**config.mk**
```make
export PLATFORM = sky130hd
export DESIGN_NAME = data_rx_packer_flat
export DESIGN_NICKNAME = d
export VERILOG_FILES = /design/src/rtl/data_link_pkg.sv /design/src/rtl/data_rx_packer_if.sv /design/src/rtl/data_rx_packer_idle_timer.sv /design/src/rtl/data_rx_packer.sv /design/src/flat_wrapper.sv
export SDC_FILE = /design/constraint.sdc
export NUM_CORES = 1
export LEC_CHECK = 0
export ABC_CLOCK_PERIOD_IN_PS = 4150
export BUFFER_PORTS_ARGS = -buffer_cell sky130_fd_sc_hd__buf_2
export CAP_MARGIN = 20
export CORE_MARGIN = 4
export CORE_UTILIZATION = 30
export DETAILED_ROUTE_END_ITERATION = 10
export PLACE_DENSITY_LB_ADDON = 0.15
export REMOVE_ABC_BUFFERS = 1
export SLEW_MARGIN = 25
export SYNTH_ARGS = -nofsm -noshare
export SYNTH_HDL_FRONTEND = slang
export SYNTH_HIERARCHICAL = 1
export SYNTH_SLANG_ARGS = --single-unit
```
**constraint.sdc**
```tcl
create_clock -name Clk -period 4.15 [get_ports Clk]
set_input_delay 0.6225 -clock Clk [delete_from_list [all_inputs] [get_ports Clk]]
set_output_delay 0.6225 -clock Clk [all_outputs]
set_load 0.01 [all_outputs]
```
**src/rtl/data_link_pkg.sv**
```systemverilog
// Purpose : constants and state type shared by the host-link byte paths (rx and tx).
// Latency : n/a (package only).
// Backpressure: n/a; word/byte widths and default idle timeout live here.
package data_link_pkg;

    localparam int BYTES_PER_WORD     = 4;
    localparam int WORD_W             = 32;
    localparam int BYTE_W             = 8;
    localparam int TIMEOUT_CYCLES_DEF = 1_000_000;

    // Width of the byte-within-word counter.
    localparam int CNT_W = $clog2(BYTES_PER_WORD);

    typedef enum logic {
        ST_COLLECT = 1'b0,
        ST_WRITE   = 1'b1
    } link_state_t;

endpackage

```
**src/rtl/data_rx_packer_if.sv**
```systemverilog
// Purpose : UART-byte-in / FIFO-word-out bundle of the receive packer, plus sticky error flags.
// Latency : n/a (signal bundle only).
// Backpressure: FIFOFull from the consumer stalls FIFOWrite; UART side has no ready.
interface data_rx_packer_if;
    import data_link_pkg::*;

    logic [BYTE_W-1:0] UARTData;
    logic              UARTDataValid;
    logic              FIFOFull;
    logic              ClearErrors;
    logic [WORD_W-1:0] FIFOData;
    logic              FIFOWrite;
    logic              Busy;
    logic              Overflow;
    logic              Timeout;

    // Packer side.
    modport slave (
        input  UARTData, UARTDataValid, FIFOFull, ClearErrors,
        output FIFOData, FIFOWrite, Busy, Overflow, Timeout
    );

    // Byte source / FIFO / control side.
    modport master (
        output UARTData, UARTDataValid, FIFOFull, ClearErrors,
        input  FIFOData, FIFOWrite, Busy, Overflow, Timeout
    );
endinterface

```
**src/rtl/data_rx_packer_idle_timer.sv**
```systemverilog
// Purpose : idle-cycle counter; pulses expired_o on the TIMEOUT_CYCLES-th consecutive enabled cycle.
// Latency : expired_o is combinational from the count register and en_i/clr_i.
// Backpressure: none; clr_i has priority and suppresses expiry in the same cycle.
// Ports: clk_i, rst_n_i (async active-low), en_i (count this cycle), clr_i (restart), expired_o (pulse).
module rx_idle_timer
    import data_link_pkg::*;
#(
    parameter int TIMEOUT_CYCLES = TIMEOUT_CYCLES_DEF
) (
    input  logic clk_i,
    input  logic rst_n_i,
    input  logic en_i,
    input  logic clr_i,
    output logic expired_o
);
    localparam int             W    = $clog2(TIMEOUT_CYCLES + 1);
    localparam logic [W-1:0]   LAST = W'(TIMEOUT_CYCLES - 1);

    logic [W-1:0] cnt_q, cnt_d;

    // The edge that closes the TIMEOUT_CYCLES-th idle cycle is the expiry edge.
    assign expired_o = en_i && !clr_i && (cnt_q >= LAST);

    always_comb begin
        cnt_d = cnt_q;
        if (clr_i || expired_o) begin
            cnt_d = '0;
        end else if (en_i && (cnt_q < LAST)) begin
            cnt_d = cnt_q + 1'b1;   // saturating, never wraps
        end
    end

    always_ff @(posedge clk_i or negedge rst_n_i) begin
        if (!rst_n_i) begin
            cnt_q <= '0;
        end else begin
            cnt_q <= cnt_d;
        end
    end
endmodule

```
**src/rtl/data_rx_packer.sv**
```systemverilog
// Purpose : packs UART bytes MSB-first into 32-bit words and writes them to the command FIFO.
// Latency : FIFOWrite rises the cycle after the 4th byte edge when the FIFO is not full.
// Backpressure: FIFOFull holds the word in WRITE; bytes arriving then are dropped (Overflow).
// Ports: Clk, ResetN (async active-low), link (slave modport: UART byte in, FIFO word out, flags).
module data_rx_packer
    import data_link_pkg::*;
#(
    parameter int TIMEOUT_CYCLES = TIMEOUT_CYCLES_DEF
) (
    input  logic           Clk,
    input  logic           ResetN,
    data_rx_packer_if.slave link
);
    localparam logic [CNT_W-1:0] LAST_BYTE = CNT_W'(BYTES_PER_WORD - 1);

    link_state_t       state_q;
    logic [WORD_W-1:0] shift_q;
    logic [CNT_W-1:0]  count_q;
    logic              overflow_q;
    logic              timeout_q;

    logic wr_en;
    logic tmr_en;
    logic tmr_clr;
    logic tmr_exp;

    assign wr_en   = (state_q == ST_WRITE) && !link.FIFOFull;
    assign tmr_en  = (state_q == ST_COLLECT) && (count_q != '0);
    // A byte landing on the expiry edge clears the timer, so the byte wins.
    assign tmr_clr = ((state_q == ST_COLLECT) && link.UARTDataValid) || (count_q == '0);

    rx_idle_timer #(
        .TIMEOUT_CYCLES (TIMEOUT_CYCLES)
    ) u_idle_timer (
        .clk_i     (Clk),
        .rst_n_i   (ResetN),
        .en_i      (tmr_en),
        .clr_i     (tmr_clr),
        .expired_o (tmr_exp)
    );

    always_ff @(posedge Clk or negedge ResetN) begin
        if (!ResetN) begin
            state_q    <= ST_COLLECT;
            shift_q    <= '0;
            count_q    <= '0;
            overflow_q <= 1'b0;
            timeout_q  <= 1'b0;
        end else begin
            case (state_q)
                ST_COLLECT: begin
                    if (link.UARTDataValid) begin
                        shift_q <= {shift_q[WORD_W-BYTE_W-1:0], link.UARTData};
                        if (count_q == LAST_BYTE) begin
                            count_q <= '0;
                            state_q <= ST_WRITE;
                        end else begin
                            count_q <= count_q + 1'b1;
                        end
                    end else if (tmr_exp) begin
                        count_q <= '0;
                        shift_q <= '0;
                    end
                end
                ST_WRITE: begin
                    if (!link.FIFOFull) begin
                        state_q <= ST_COLLECT;
                        // The FIFO samples the old word this cycle, so the new
                        // byte can start the next word in the same edge.
                        if (link.UARTDataValid) begin
                            shift_q <= {shift_q[WORD_W-BYTE_W-1:0], link.UARTData};
                            count_q <= CNT_W'(1);
                        end
                    end
                end
                default: state_q <= ST_COLLECT;
            endcase

            // Set beats clear when both happen on the same edge.
            if ((state_q == ST_WRITE) && link.UARTDataValid && link.FIFOFull) begin
                overflow_q <= 1'b1;
            end else if (link.ClearErrors) begin
                overflow_q <= 1'b0;
            end

            if (tmr_exp) begin
                timeout_q <= 1'b1;
            end else if (link.ClearErrors) begin
                timeout_q <= 1'b0;
            end
        end
    end

    assign link.FIFOData  = shift_q;
    assign link.FIFOWrite = wr_en;
    assign link.Busy      = (count_q != '0) || (state_q == ST_WRITE);
    assign link.Overflow  = overflow_q;
    assign link.Timeout   = timeout_q;
endmodule

```
**src/flat_wrapper.sv**
```systemverilog
// flat-port wrapper written by rule: the top's interface ports become plain ports
module data_rx_packer_flat import data_link_pkg::*;
#(
    parameter int TIMEOUT_CYCLES = TIMEOUT_CYCLES_DEF
)
  (Clk, ResetN, link_UARTData, link_UARTDataValid, link_FIFOFull, link_ClearErrors, link_FIFOData, link_FIFOWrite, link_Busy, link_Overflow, link_Timeout);
  data_rx_packer_if link_i ();
  input  logic Clk;
  input  logic ResetN;
  input wire logic [$bits(link_i.UARTData)-1:0] link_UARTData;
  input wire logic [$bits(link_i.UARTDataValid)-1:0] link_UARTDataValid;
  input wire logic [$bits(link_i.FIFOFull)-1:0] link_FIFOFull;
  input wire logic [$bits(link_i.ClearErrors)-1:0] link_ClearErrors;
  output wire logic [$bits(link_i.FIFOData)-1:0] link_FIFOData;
  output wire logic [$bits(link_i.FIFOWrite)-1:0] link_FIFOWrite;
  output wire logic [$bits(link_i.Busy)-1:0] link_Busy;
  output wire logic [$bits(link_i.Overflow)-1:0] link_Overflow;
  output wire logic [$bits(link_i.Timeout)-1:0] link_Timeout;
  assign link_i.UARTData = link_UARTData;
  assign link_i.UARTDataValid = link_UARTDataValid;
  assign link_i.FIFOFull = link_FIFOFull;
  assign link_i.ClearErrors = link_ClearErrors;
  assign link_FIFOData = link_i.FIFOData;
  assign link_FIFOWrite = link_i.FIFOWrite;
  assign link_Busy = link_i.Busy;
  assign link_Overflow = link_i.Overflow;
  assign link_Timeout = link_i.Timeout;
  data_rx_packer #(.TIMEOUT_CYCLES(TIMEOUT_CYCLES)) u_core (.Clk(Clk), .ResetN(ResetN), .link(link_i));
endmodule
```
==> impl_metrics.csv <==
group,metric,value,unit
floorplan,start_util,31.06,%
synthesis,synthFlopType,"dfrtp_1",
run,maxCapViolCount,0,
clock_network,cts-hold-fix-buffers,0,
synthesis,synth_seq_area_share,49.46,%
synthesis,ys_types,47,
timing,tightest_slew,803.1,ps
finish,final_cells,474,
floorplan,core_area,9284,sq um
timing,tns,0,ps
synthesis,ys_warn_count,6,
floorplan,die_area,11250,sq um
synthesis,syn_area,2884,sq um
synthesis,synth_edf_count,0,
route,route.detailed.drc,0,
timing,fmax,379.8,MHz
timing,maxSlewViolCount,0,
worst_setup_path,path_max_fanout,10,
floorplan,fp.dieH,106.0,um
status,outcome,"finished clean",
timing,fin_crit,2633,ps
worst_setup_path,arrival,2890,ps
floorplan,num_rows,35,
global_routing,gr-total-overflow,0,
timing,whs,344.2,ps
finish,post-route-util,35.97,%
placement,io_buffers,48,
clock_network,cts.clk_slew.worst_paths,70,ps
min_path,hold_path.class,"in -> async",
worst_setup_path,worstSetupStartpointType,"flip-flop",
route,routed_via_density,4.907,
timing,clock_skew,7.178,ps
clock_network,htreeDepth,3,
finish,antenna_cells,0,
clock_network,cts_num_sinks,57,
global_routing,grt_first_pass_wirelength,11970,um
placement,dp.cells,458,
power_and_ir_drop,power_density,563.4,nW/um^2
power_and_ir_drop,ir_drop,0.2481,mV
worst_setup_path,crit_required,4400,ps
route,num_vias,2326,
global_routing,grt_antenna_before_repair,0,
power_and_ir_drop,power,1.882,mW
clock_network,cts_setup_buffers,0,
power_and_ir_drop,p_leak,1.341,nW
timing,slew_headroom,46.46,%
placement,gp_congestion,0.7230,
finish,final_common_cell,"dfrtp_1",
global_routing,grt_max_degree,39,
synthesis,ys_seq_elements,57,
placement,hpwl,4374,um
route,antenna_left,0,
clock_network,cts_buffers,9,
finish,layout_common_cells,"dfrtp_1, nor2_1, buf_2, o22ai_1, a21oi_1",
route,dr.pass1.iters,4,
worst_setup_path,end_kind,"flip-flop",
clock_network,clk_path_buf_depth,2,
finish,drive_above_1_share,24.06,%
route,first_iter_violations,89,
timing,hold_viol_final,0,
synthesis,synth_cells,298,
finish,synthToLayoutAreaGrowth,15.79,%
floorplan,io-pin-count,49,
clock_network,ctsResizeCount,0,
finish,nNetsFinal,356,
worst_setup_path,critical_path_class,"reg -> reg",
synthesis,syn-mean-instance-area,9.678,sq um
clock_network,clk_latency,340,ps
global_routing,grtUsageTotal,13.10,%
timing,grt_setup_unrepaired,"no",
route,wl_per_cell,14.38,um
floorplan,dieWidth,106.0,um
finish,fill_cells,1012,
route,routed_wl,6817,um
clock_network,cts_tree,"done",
clock_network,root_buffer,"clkbuf_8",
global_routing,grt_pass1_vias,2376,
synthesis,synth-async-reset-ratio,100.0,%
timing,setup_viol,0,
timing,fin_crit_sh,63.44,%
==> Yosys cell counts (2+ instances only) <==
| library cell | number | share of area (%) |
|---|---|---|
| or4_1 | 3 | 0.78 |
| a21oi_1 | 30 | 5.2 |
| buf_6 | 3 | 1.2 |
| o211ai_1 | 3 | 0.78 |
| xor2_1 | 3 | 0.91 |
| nand3_1 | 3 | 0.52 |
| inv_1 | 8 | 1.0 |
| o21ai_0 | 10 | 1.7 |
| a21oi_2 | 9 | 2.7 |
| o31ai_1 | 2 | 0.52 |
| nor2_1 | 50 | 6.5 |
| and4_1 | 2 | 0.61 |
| buf_2 | 9 | 1.6 |
| a211oi_1 | 2 | 0.52 |
| nor4_1 | 4 | 0.87 |
| nand3b_1 | 3 | 0.78 |
| ha_1 | 3 | 1.3 |
| nor2b_1 | 3 | 0.65 |
| buf_4 | 3 | 0.78 |
| nand4_1 | 3 | 0.65 |
| o22ai_1 | 32 | 6.9 |
| xnor2_1 | 8 | 2.4 |
| dfrtp_1 | 57 | 49 |
| or3_1 | 7 | 1.5 |
| nand2_1 | 14 | 1.8 |
| buf_8 | 2 | 1.0 |
| nand2b_1 | 2 | 0.43 |
==> metal layers <==
| metal | track usage (%) | wire (um) | vias up |
|---|---|---|---|
| met5 | 0 | 0 | - |
| met4 | 3.608 | 64 | 0 |
| met3 | 5.039 | 378 | 7 |
| met2 | 19.63 | 2966 | 51 |
| met1 | 17.67 | 3408 | 1113 |
| li1 | - | - | 1155 |
==> state kept, by name, summed over array words and instances, names as in the netlist <==
signal / flops
u_core/link.Timeout: 1
u_core/link.Overflow: 1
u_core/u_idle_timer/cnt_q: 20
u_core/state_q: 1
u_core/link.FIFOData: 32
u_core/count_q: 2
==> power by group <==
part	internal (mW)	leakage [nW]	total [mW]	switching, mW
clock network	0.277	0.0994	0.512	0.236
logic	0.221	0.555	0.535	0.314
registers	0.692	0.687	0.834	0.142
total	1.19	1.34	1.88	0.692
==> final timing paths <==
kind / startpoint / endpoint / slack (ps) / depth (start not counted)
min: ResetN / u_core/u_idle_timer/cnt_q[16]$_DFFE_PN0P_ / 340 / 1
min in group Clk: u_core/link.Timeout$_DFFE_PN0P_ / u_core/link.Timeout$_DFFE_PN0P_ / 500 / 1
min reg2reg: u_core/link.Timeout$_DFFE_PN0P_ / u_core/link.Timeout$_DFFE_PN0P_ / 500 / 1
max reg2reg: u_core/count_q[0]$_DFFE_PN0P_ / u_core/u_idle_timer/cnt_q[15]$_DFFE_PN0P_ / 1520 / 7
max in group asynchronous: ResetN / u_core/link.FIFOData[1]$_DFFE_PN0P_ / 2980 / 2
max: u_core/count_q[0]$_DFFE_PN0P_ / u_core/u_idle_timer/cnt_q[15]$_DFFE_PN0P_ / 1520 / 7
==> final cells by class <==
type	count	area [sq um]	share of cell area [%]
flip-flops and latches	57	1426	42.71
clock inverters	7	70.07	2.098
inverters	8	30.03	0.8992
repair buffers	50	255.2	7.643
well taps	129	161.4	4.833
multi-input cells	214	1272	38.10
clock buffers	9	123.9	3.709
==> worst max-delay path, cell delays in order (launching register included) <==
cell and delay [ps]:
dfrtp_1 380, inv_1 60, ha_1 210, nor2_1 430, o2111ai_2 320, or3_1 480
or4_1 520, a21oi_1 150
==> cell families (layout without fill, tap and decap cells) <==
group                      Yosys count  count (layout)  synth area share (%)
and+or+nand+nor                    103             103                 17.66
xor gates and xnor gates            11              11                 3.341
AOI/OAI and AO/OA                   97              97                 21.82
adders and majority gates            3               3                 1.302
DFF                                 57              57                 49.46
buffers and inverters               27              74                 6.421
==> stage by stage <==
stage	setup WS, ps	area (sq um)
detailed placement	1530	3146
finish	1517	3339
global route	1270	3339
global placement	1618	3146
CTS	1507	3339
floorplan	1838	2729
No activity file was read; power rests on OpenSTA's default activity.
